File: src/rtl/l1_norm_engine_pkg.sv
// ---------------------------------------------------------------------------
// l1_norm_engine_pkg
// Purpose: shared defaults, the accumulator width derivation and the FSM
//          state encoding for the L1-norm front end of the HWF kernel stage.
// Contents:
//   DEF_XLEN_PIXEL    default pixel width
//   DEF_NUM_OF_PIXELS default pixel pairs per support vector
//   normWidth()       smallest accumulator width that can never overflow
//   DEF_NORM_W        default accumulator / output width
//   state_t           IDLE=0, ACCUM=1, DONE=2
// ---------------------------------------------------------------------------
package l1_norm_engine_pkg;

    localparam int DEF_XLEN_PIXEL    = 8;
    localparam int DEF_NUM_OF_PIXELS = 4;

    // Each |a-b| fits in xlen bits, so nPix of them need clog2(nPix) extra bits.
    function automatic int normWidth(input int xlen, input int nPix);
        return xlen + ((nPix > 1) ? $clog2(nPix) : 0);
    endfunction

    localparam int DEF_NORM_W = normWidth(DEF_XLEN_PIXEL, DEF_NUM_OF_PIXELS);

    typedef enum logic [1:0] {
        IDLE  = 2'd0,
        ACCUM = 2'd1,
        DONE  = 2'd2
    } state_t;

endpackage

File: src/rtl/l1_norm_engine_if.sv
// ---------------------------------------------------------------------------
// l1_norm_engine_if
// Purpose: bundles the pixel-pair input stream and the Ei result handshake.
// Signals:
//   pix_valid / pix_ready   pixel pair handshake (x_test, x_sv)
//   norm_out / norm_valid   scaled L1 norm, held until norm_ack
//   norm_ack                downstream consumed norm_out
//   norm_sat                saturation occurred in the presented result
// Modports:
//   master  upstream feeder / downstream consumer side (the environment)
//   slave   the norm engine itself
// ---------------------------------------------------------------------------
interface l1_norm_engine_if
    import l1_norm_engine_pkg::*;
#(
    parameter int XLEN_PIXEL = DEF_XLEN_PIXEL,
    parameter int NORM_W     = DEF_NORM_W
);

    logic                  pix_valid;
    logic                  pix_ready;
    logic [XLEN_PIXEL-1:0] x_test;
    logic [XLEN_PIXEL-1:0] x_sv;
    logic [NORM_W-1:0]     norm_out;
    logic                  norm_valid;
    logic                  norm_ack;
    logic                  norm_sat;

    modport master (
        output pix_valid, x_test, x_sv, norm_ack,
        input  pix_ready, norm_out, norm_valid, norm_sat
    );

    modport slave (
        input  pix_valid, x_test, x_sv, norm_ack,
        output pix_ready, norm_out, norm_valid, norm_sat
    );

endinterface

File: src/rtl/l1_norm_engine_abs_diff.sv
// ---------------------------------------------------------------------------
// abs_diff
// Purpose: combinational |a_i - b_i| for unsigned pixels; shared with the
//          kernel stage.
// Ports:
//   a_i, b_i  in   XLEN_PIXEL  unsigned operands
//   diff_o    out  XLEN_PIXEL  unsigned magnitude of the difference
// ---------------------------------------------------------------------------
module abs_diff #(
    parameter int XLEN_PIXEL = 8
) (
    input  logic [XLEN_PIXEL-1:0] a_i,
    input  logic [XLEN_PIXEL-1:0] b_i,
    output logic [XLEN_PIXEL-1:0] diff_o
);

    logic signed [XLEN_PIXEL:0] diffSigned;

    assign diffSigned = $signed({1'b0, a_i}) - $signed({1'b0, b_i});

    // The magnitude never exceeds 2^XLEN_PIXEL-1, so negating only the low
    // bits of a negative difference is exact.
    assign diff_o = diffSigned[XLEN_PIXEL] ? (~diffSigned[XLEN_PIXEL-1:0] + XLEN_PIXEL'(1))
                                           : diffSigned[XLEN_PIXEL-1:0];

endmodule

File: src/rtl/l1_norm_engine.sv
// ---------------------------------------------------------------------------
// l1_norm_engine
// Purpose: accumulates sum|x_sv - x_test| over NUM_OF_PIXELS pixel pairs of
//          one support vector, scales it by 2^GAMMA_SHIFT and presents it as
//          the Ei operand of the HWF kernel with a valid/ack handshake.
// Ports:
//   clk        in   clock, rising edge
//   rst        in   asynchronous active-high reset
//   stall_MEM  in   memory stall, freezes accumulation
//   start      in   begin a new vector (IDLE, or DONE together with norm_ack)
//   busy       out  engine not in IDLE
//   bus        l1_norm_engine_if.slave: pixel stream + result handshake
// ---------------------------------------------------------------------------
module l1_norm_engine
    import l1_norm_engine_pkg::*;
#(
    parameter int XLEN_PIXEL    = DEF_XLEN_PIXEL,
    parameter int NUM_OF_PIXELS = DEF_NUM_OF_PIXELS,
    parameter int NORM_W        = DEF_NORM_W,
    parameter int GAMMA_SHIFT   = 0
) (
    input  logic             clk,
    input  logic             rst,
    input  logic             stall_MEM,
    input  logic             start,
    output logic             busy,
    l1_norm_engine_if.slave  bus
);

    localparam int                CNT_W    = (NUM_OF_PIXELS > 1) ? $clog2(NUM_OF_PIXELS) : 1;
    localparam logic [CNT_W-1:0]  LAST_CNT = CNT_W'(NUM_OF_PIXELS - 1);
    localparam logic [NORM_W-1:0] NORM_MAX = '1;
    localparam int                SHIFT_W  = NORM_W + GAMMA_SHIFT;

    state_t              state_q, state_d;
    logic [NORM_W-1:0]   acc_q, acc_d;
    logic [CNT_W-1:0]    cnt_q, cnt_d;
    logic                accSat_q, accSat_d;

    logic [XLEN_PIXEL-1:0] pixDiff;
    logic [NORM_W:0]       sumWide;
    logic [NORM_W-1:0]     sumSat;
    logic                  sumOvf;
    logic [SHIFT_W-1:0]    shiftWide;
    logic                  shiftOvf;
    logic [NORM_W-1:0]     normScaled;
    logic                  accept;

    abs_diff #(
        .XLEN_PIXEL (XLEN_PIXEL)
    ) uAbsDiff (
        .a_i    (bus.x_sv),
        .b_i    (bus.x_test),
        .diff_o (pixDiff)
    );

    // One spare bit catches overflow of the running sum.
    assign sumWide = {1'b0, acc_q} + (NORM_W + 1)'(pixDiff);
    assign sumOvf  = sumWide[NORM_W];
    assign sumSat  = sumOvf ? NORM_MAX : sumWide[NORM_W-1:0];

    // Any bit shifted above NORM_W means the scaled result does not fit.
    assign shiftWide  = SHIFT_W'(acc_q) << GAMMA_SHIFT;
    assign shiftOvf   = (shiftWide >> NORM_W) != '0;
    assign normScaled = shiftOvf ? NORM_MAX : shiftWide[NORM_W-1:0];

    assign accept = (state_q == ACCUM) && !stall_MEM && bus.pix_valid;

    // State and datapath registers.
    always_ff @(posedge clk or posedge rst) begin
        if (rst) begin
            state_q  <= IDLE;
            acc_q    <= '0;
            cnt_q    <= '0;
            accSat_q <= 1'b0;
        end else begin
            state_q  <= state_d;
            acc_q    <= acc_d;
            cnt_q    <= cnt_d;
            accSat_q <= accSat_d;
        end
    end

    // Next state and datapath update. Starting a vector (from IDLE, or from
    // DONE with a same-cycle ack) always clears the accumulator and counter.
    always_comb begin
        state_d  = state_q;
        acc_d    = acc_q;
        cnt_d    = cnt_q;
        accSat_d = accSat_q;
        unique case (state_q)
            IDLE: begin
                if (start) begin
                    state_d  = ACCUM;
                    acc_d    = '0;
                    cnt_d    = '0;
                    accSat_d = 1'b0;
                end
            end
            ACCUM: begin
                if (accept) begin
                    acc_d    = sumSat;
                    accSat_d = accSat_q | sumOvf;
                    cnt_d    = cnt_q + CNT_W'(1);
                    if (cnt_q == LAST_CNT) begin
                        state_d = DONE;
                    end
                end
            end
            DONE: begin
                if (bus.norm_ack) begin
                    if (start) begin
                        state_d  = ACCUM;
                        acc_d    = '0;
                        cnt_d    = '0;
                        accSat_d = 1'b0;
                    end else begin
                        state_d = IDLE;
                    end
                end
            end
            default: begin
                state_d = IDLE;
            end
        endcase
    end

    // Outputs are decoded from the state so that reset clears them at once.
    always_comb begin
        bus.pix_ready  = (state_q == ACCUM) && !stall_MEM;
        bus.norm_valid = (state_q == DONE);
        bus.norm_out   = (state_q == DONE) ? normScaled : '0;
        bus.norm_sat   = (state_q == DONE) && (accSat_q || shiftOvf);
        busy           = (state_q != IDLE);
    end

endmodule

File: src/flat_wrapper.sv
// flat-port wrapper written by rule: the top's interface ports become plain ports
module l1_norm_engine_flat import l1_norm_engine_pkg::*;
#(
    parameter int XLEN_PIXEL    = DEF_XLEN_PIXEL,
    parameter int NUM_OF_PIXELS = DEF_NUM_OF_PIXELS,
    parameter int NORM_W        = DEF_NORM_W,
    parameter int GAMMA_SHIFT   = 0
)
  (clk, rst, stall_MEM, start, busy, bus_pix_valid, bus_x_test, bus_x_sv, bus_norm_ack, bus_pix_ready, bus_norm_out, bus_norm_valid, bus_norm_sat);
  l1_norm_engine_if #(.XLEN_PIXEL(XLEN_PIXEL), .NORM_W(NORM_W)) bus_i ();
  input  logic clk;
  input  logic rst;
  input  logic stall_MEM;
  input  logic start;
  output logic busy;
  input wire logic [$bits(bus_i.pix_valid)-1:0] bus_pix_valid;
  input wire logic [$bits(bus_i.x_test)-1:0] bus_x_test;
  input wire logic [$bits(bus_i.x_sv)-1:0] bus_x_sv;
  input wire logic [$bits(bus_i.norm_ack)-1:0] bus_norm_ack;
  output wire logic [$bits(bus_i.pix_ready)-1:0] bus_pix_ready;
  output wire logic [$bits(bus_i.norm_out)-1:0] bus_norm_out;
  output wire logic [$bits(bus_i.norm_valid)-1:0] bus_norm_valid;
  output wire logic [$bits(bus_i.norm_sat)-1:0] bus_norm_sat;
  assign bus_i.pix_valid = bus_pix_valid;
  assign bus_i.x_test = bus_x_test;
  assign bus_i.x_sv = bus_x_sv;
  assign bus_i.norm_ack = bus_norm_ack;
  assign bus_pix_ready = bus_i.pix_ready;
  assign bus_norm_out = bus_i.norm_out;
  assign bus_norm_valid = bus_i.norm_valid;
  assign bus_norm_sat = bus_i.norm_sat;
  l1_norm_engine #(.XLEN_PIXEL(XLEN_PIXEL), .NUM_OF_PIXELS(NUM_OF_PIXELS), .NORM_W(NORM_W), .GAMMA_SHIFT(GAMMA_SHIFT)) u_core (.clk(clk), .rst(rst), .stall_MEM(stall_MEM), .start(start), .busy(busy), .bus(bus_i));
endmodule
File: config.mk
export PLATFORM = sky130hd
export DESIGN_NAME = l1_norm_engine_flat
export DESIGN_NICKNAME = d
export VERILOG_FILES = /design/src/rtl/l1_norm_engine_pkg.sv /design/src/rtl/l1_norm_engine_if.sv /design/src/rtl/l1_norm_engine_abs_diff.sv /design/src/rtl/l1_norm_engine.sv /design/src/flat_wrapper.sv
export SDC_FILE = /design/constraint.sdc
export NUM_CORES = 1
export LEC_CHECK = 0
export ABC_AREA = 1
export CELL_PAD_IN_SITES_DETAIL_PLACEMENT = 1
export CELL_PAD_IN_SITES_GLOBAL_PLACEMENT = 2
export CORE_UTILIZATION = 37
export DETAILED_ROUTE_END_ITERATION = 10
export DONT_BUFFER_PORTS = 1
export PLACE_DENSITY = 0.86
export SYNTH_ARGS = -nofsm -noshare
export SYNTH_HDL_FRONTEND = slang
export SYNTH_HIERARCHICAL = 1
export SYNTH_SLANG_ARGS = --single-unit
File: constraint.sdc
create_clock -name clk -period 5.4 [get_ports clk]
set_clock_uncertainty 0.05 [all_clocks]
set_input_delay 1.08 -clock clk [delete_from_list [all_inputs] [get_ports clk]]
set_output_delay 1.08 -clock clk [all_outputs]
set_load 0.005 [all_outputs]
==> results of run 1 <==
-- report_power, final --
| group | total, µW | leakage, µW | internal (µW) | switching [µW] |
|---|---|---|---|---|
| sequential | 195 | 0.000193 | 153 | 42.3 |
| combinational | 484 | 0.000896 | 183 | 301 |
| clock | 93.0 | 0.0000228 | 52.3 | 40.7 |
-- cell usage after synthesis, types with 2 or more instances --
cell	instances	share of area, %
dfrtp_1	15	20
o21ai_1	3	0.79
nand3_2	6	3.2
xnor2_1	4	1.8
nand4_1	5	1.7
nand2_4	2	1.2
nand2_1	82	16
nand3_1	22	5.8
nand2_2	8	2.6
buf_6	2	1.2
a22oi_1	2	0.79
o21ai_0	2	0.53
inv_1	54	11
fa_1	2	2.1
a21oi_1	9	2.4
or2_2	2	0.66
nor2_4	3	1.8
inv_2	4	0.79
o211ai_1	5	2.0
ha_1	18	12
nand3b_1	2	0.79
nor2_1	23	4.6
-- flip-flops by register name (all words and copies together) (netlist names) --
register / count
u_core/state_q: 2
u_core/accSat_q: 1
u_core/cnt_q: 2
u_core/acc_q: 10
-- cells in the final DEF (no fill, tap or decap), types with 2 or more instances in the layout --
master / Yosys / final
o21ai_1: 3 / 3
nand2_1: 82 / 82
ha_1: 18 / 18
nand3_1: 22 / 22
nor2_4: 3 / 3
fa_1: 2 / 2
o21ai_0: 2 / 2
nand3b_1: 2 / 2
nand4_1: 5 / 5
inv_2: 4 / 4
clkbuf_8: 0 / 3
nor2_1: 23 / 23
or2_2: 2 / 2
o211ai_1: 5 / 5
nand2_2: 8 / 8
xnor2_1: 4 / 4
inv_1: 54 / 54
a21oi_1: 9 / 9
dfrtp_1: 15 / 15
nand3_2: 6 / 6
nand2_4: 2 / 2
a22oi_1: 2 / 2
-- critical path: stages --
cell and delay, ps:
inv_1 30, ha_1 130, inv_1 70, fa_1 420
nand2_1 100, nand2_2 90, a31oi_2 480, o21ai_0 280
fa_1 490, nand3_1 120, nand3_2 120, nand2_1 100
nand2_2 80, nand4_4 140, nand2_1 70, inv_1 50
nand2_1 40
-- cell type report --
| class | count | area [µm²] |
|---|---|---|
| fillers | 665 | 2825 |
| inverters | 60 | 230.2 |
| multi-input cells | 210 | 1257 |
| clock buffers | 4 | 45.04 |
| well taps | 67 | 83.83 |
| flip-flops and latches | 15 | 375.4 |
-- per-layer routing --
metal / wire (µm) / track usage, %
met1: 2484 / 28.28
met2: 1890 / 28.75
met3: 197 / 2.743
met4: 22 / 2.564
met5: 0 / 0
-- cell families (layout without fill, tap and decap cells) --
group                      count (synthesis)  count (layout)
DFF                                       15              15
buffers and inverters                     64              64
adders and majority gates                 20              20
xor gates and xnor gates                   4               4
AOI/OAI and AO/OA                         27              27
and+or+nand+nor                          159             159
-- metrics by stage --
stage               hold WS [ps]  cells  setup WS, ps  utilization, %
floorplan                  414.1    289          1754               -
global placement           438.6    352          1391           40.42
detailed placement         438.9    352          1314           40.42
CTS                        451.2    356          1568           41.35
global route               477.9    356          1296           41.35
finish                     447.7    356          1600           41.35
-- final timing paths --
path	from	end	slack (ps)
min in group asynchronous	rst	u_core/acc_q[0]	730
max	bus_x_sv[0]	u_core/acc_q[7]	1600
max in group asynchronous	rst	u_core/acc_q[1]	4180
max reg2reg	u_core/acc_q[0]	u_core/acc_q[7]	3410
min reg2reg	u_core/cnt_q[0]	u_core/cnt_q[0]	450
min	u_core/cnt_q[0]	u_core/cnt_q[0]	450
==> key figures, run 1 <==
Outcome
  – Status: finished, final reports clean

Clock network
  – CTS sink count: 15
  – Clk buf depth: 2
  – CTS tree: yes
  – Post_cts resized: 0
  – Cts hold-fix bufs: 0
  – Post-CTS Setup Bufs: 0
  – H-tree Lvls: 1
  – Clock Latency Late Sink: 250 ps
  – Clock-pin slew on the worst setup and hold paths: ~60 ps
  – Root Driver: clkbuf_8
  – TritonCTS buffer count: 3

Synthesis
  – Synth Cell Area: 1894 µm²
  – Synth Area in Simple Gates: 41.35%
  – Async set-reset flop share out of synthesis: 100.0%
  – Synth Area in Adders: 14.00%
  – Post-synthesis mux area share: 0%
  – Mapped Cells: slightly below 300
  – Post-synthesis sequential area ratio: about a fifth
  – Most frequently used flop master after synthesis: dfrtp_1
  – Syn_area_per_cell: 6.555 µm²
  – Synth warn: 6
  – Post-synth EDFFs: 0
  – Compound-Gate Fraction of Synth Area: 9.181%
  – XOR/XNOR Fraction of Synth Area: ~1.8%
  – Yosys reg bits: 15
  – Largest family of logic cells by synthesized area: simple AND/OR/NAND/NOR gates
  – Distinct cell type count after synthesis: 36
  – Syn Nets: 331

STA
  – Relative slew margins: about three fifths
  – Final TNS setup: 0 ps
  – Final-report max-slew violation count: 0
  – Period minus WS final: 3800 ps
  – Fmax: about 0.26 GHz
  – Tightest Pin Transition: 597.3 ps
  – RSZ-0062 raised after global routing: no
  – Fin. Hold Viols: 0
  – Tcrit/Tclk final: 70.36%
  – Setup violations, final: 0

GRT
  – Gr ovfl total: 0
  – Number of antenna violations at the first check in global routing: 0
  – First-pass GRT wire length: 7.866 mm
  – Largest net degree at the start of global routing: 16
  – Number of global-route vias before repair: 1,730
  – Gr usage total: 18.76%

Worst setup path
  – Req. time, crit path: approximately 5500 ps
  – Reg2reg path depth: 10
  – Crit-path max FO: 11
  – Critical path type: in -> reg
  – CP startpoint kind: input pin
  – Crit end category: flop
  – CP arrival: approximately 4000 ps

Flow run
  – Max-Cap Viols: 0

Routing
  – Vias per cell: between 5 and 6
  – DR pass1 iterations: 4
  – DRT iter0 DRCs: 45
  – DRC viols: 0
  – Routed vias: 1,781
  – Total wire length: 4.596 mm
  – Drt wl/cell: 12.91 µm
  – Final ANT Viol Nets: 0

Floorplan
  – Die width: 73.55 µm
  – I/O pin count: 36
  – Die outline area: 5410 µm²
  – Die Ht: ~74 µm
  – Row count: 25
  – Initial Util: 39.32%
  – Core area: 4817 µm²

Pwr
  – Final Power: between 700 and 800 µW
  – Worst IR Drop VDD: 0.2207 mV
  – Pwr/cell area: approximately 390 nW/µm²
  – Pleak: ~0.0011 µW

Placement
  – GP Congestion: around 0.75
  – DP HPWL: 3.873 mm
  – Port Buffers: 0
  – Dpl cell area: approximately 1900 µm²

Cells and area
  – Antenna diodes: 0
  – P&R area growth vs syn: 5.152%
  – Layout cell share with drive strength beyond 1: 11.76%
  – Design Area, Final: approximately 2000 µm²
  – Nets: between 300 and 400

Worst hold path
  – WHS Path Cells: 1
  – Hold Path Class: reg -> reg
(Power assumes the default switching activity.)
==> run 2: changes to the inputs <==
Settings changed: CORE_UTILIZATION 37 to 34, PLACE_DENSITY 0.86 to 0.8.
Clock period 5.4 ns to 3.85 ns, I/O delays scaled along.
==> key figures, run 2 (same netlist as run 1, synthesis figures left out) <==
Outcome
  – Status: finished, final reports clean

STA
  – Setup slack after layout: about 440 ps
  – Tcrit/Tclk final: 88.68%
  – Setup violations, final: 0
  – Tightest Pin Transition: 568.5 ps
  – RSZ-0062 raised after global routing: no
  – Relative slew margins: between 60 and 70%
  – Final-report max-slew violation count: 0
  – Fin. Hold Viols: 0
  – Fmax: 0.2929 GHz
  – Period minus WS final: 3414 ps
  – Final TNS setup: 0 ps

Worst setup path
  – Reg2reg path depth: 7
  – CP arrival: 3500 ps
  – WP buf/inv: 5
  – Critical path type: in -> reg
  – CP max-delay cell: fa_1
  – Crit-path max FO: 6
  – Crit end category: flop
  – CP delay by family, top: simple AND/OR/NAND/NOR gates
  – Slowest stage delay, CP: 430 ps
  – R2R Path Start: u_core/acc_q[0]
  – R2R Setup Slk: 1880 ps
  – Worst R2R End: u_core/acc_q[4]
  – Critical-path cell list: inv_1 -> ha_1 -> inv_1 -> fa_1 -> inv_1 -> ha_1 -> inv_1 -> nor2_2 -> nand3_2 -> nor2_1 -> nand2_1 -> nand2_1 -> nand2_1 -> nand2_1 -> inv_1 -> ha_1 -> nand2_1 -> nor2_1 -> nand3_1 -> nand3_1 -> nand3_1 -> nand3_1 -> nand2_1
  – CP dominant cell by count: nand2_1
  – Req. time, crit path: about 3900 ps
  – CP startpoint kind: input pin

Floorplan
  – Die outline area: 5874 µm²
  – Initial Util: between 30 and 40%
  – Die Ht: 76.64 µm
  – Core area: 5238 µm²
  – Row count: 26
  – I/O pin count: 36
  – Die width: around 77 µm

GRT
  – Gr usage total: roughly 17%
  – Number of global-route vias before repair: 1,719
  – Number of antenna violations at the first check in global routing: 0
  – Gr ovfl total: 0
  – First-pass GRT wire length: 7.886 mm
  – Largest net degree at the start of global routing: 16

Clock network
  – Post-CTS Setup Bufs: 0
  – Clock Latency Late Sink: 250 ps
  – Clk buf depth: 2
  – CTS tree: yes
  – Cts hold-fix bufs: 0
  – H-tree Lvls: 1
  – Post_cts resized: 0
  – Root Driver: clkbuf_8
  – TritonCTS buffer count: 3
  – Clock-pin slew on the worst setup and hold paths: roughly 60 ps
  – CTS sink count: 15

Flow run
  – Max-Cap Viols: 0

Cells and area
  – P&R area growth vs syn: 5.812%
  – Commonest cells after routing, fill and taps aside: 82 x nand2_1, 54 x inv_1, 23 x nor2_1
  – Nets: 333
  – Commonest non-fill, non-tap cell in the layout: nand2_1
  – Top reg by flops: u_core/acc_q
  – Antenna diodes: 0
  – Layout cell share with drive strength beyond 1: between 10% and 20%
  – Top flop regs: u_core/acc_q: 10 flops, u_core/cnt_q: 2 flops, u_core/state_q: 2 flops
  – Max reg flops: 10

Routing
  – Vias per cell: 4.875
  – Drt wl/cell: approximately 13 µm
  – Final ANT Viol Nets: 0
  – DR pass1 iterations: 4
  – Metal2 WL: 1.911 mm
  – Routed vias: 1,755
  – Total wire length: approximately 4.6 mm
  – Metal3 WL: 81 µm
  – DRT iter0 DRCs: 66
  – DRC viols: 0
  – Met1 wire length: 2.552 mm
  – Top Layer Used: met4

Worst hold path
  – Hold Path Class: in -> async

Pwr
  – Final Power: 1087 µW
  – Pwr/cell area: roughly 540 nW/µm²
  – Pleak: 0.001119 µW
  – Worst IR Drop VDD: 0.2969 mV

Placement
  – GP Congestion: 0.8422
  – DP HPWL: between 3 and 4 mm
  – Pre-CTS setup slack: 184.5 ps
  – Port Buffers: 0
[run 2: how the worst max path moves through the flow]
stage          cells after the start         from  slack (ps)         endpoint
5_1_grt                           24  bus_x_sv[0]         150  u_core/acc_q[9]
6_report                          23  bus_x_sv[0]         440  u_core/acc_q[9]
4_1_cts                           23  bus_x_sv[0]         430  u_core/acc_q[9]
3_5_place_dp                      23  bus_x_sv[0]         180  u_core/acc_q[9]
2_1_floorplan                     24  bus_x_sv[0]         510  u_core/acc_q[9]
3_3_place_gp                      19  bus_x_sv[0]         290  u_core/acc_q[7]
[run 2: layer usage]
metal  up-vias  track usage (%)
met2        23            25.59
met4         0            4.038
met1       814            25.31
li1        914                -
met5         -                0
met3         4            1.078
[run 2: where the power goes]
group	internal [µW]	switching [µW]	leakage, µW
clock network	71.6	53.9	0.0000255
logic	258	429	0.000900
registers	214	60.4	0.000193
total	544	543	0.00112
[run 2: layout make-up]
| class | instances | area [µm²] |
|---|---|---|
| clock buffers | 3 | 41.29 |
| repair buffers | 1 | 7.507 |
| well taps | 70 | 87.58 |
| clock inverters | 1 | 5.005 |
| fillers | 701 | 3233 |
| inverters | 60 | 230.2 |
| flip-flops and latches | 15 | 375.4 |
| multi-input cells | 210 | 1257 |
[run 2: through the flow]
stage	utilization (%)	area [µm²]	hold slack, ps	instances
after global placement	37.39	1958	438.5	356
after detailed placement	37.39	1958	435.0	356
after CTS	38.27	2004	438.0	360
after global routing	38.27	2004	460.7	360
final	38.27	2004	409.4	360
after floorplan	-	1894	414.1	289
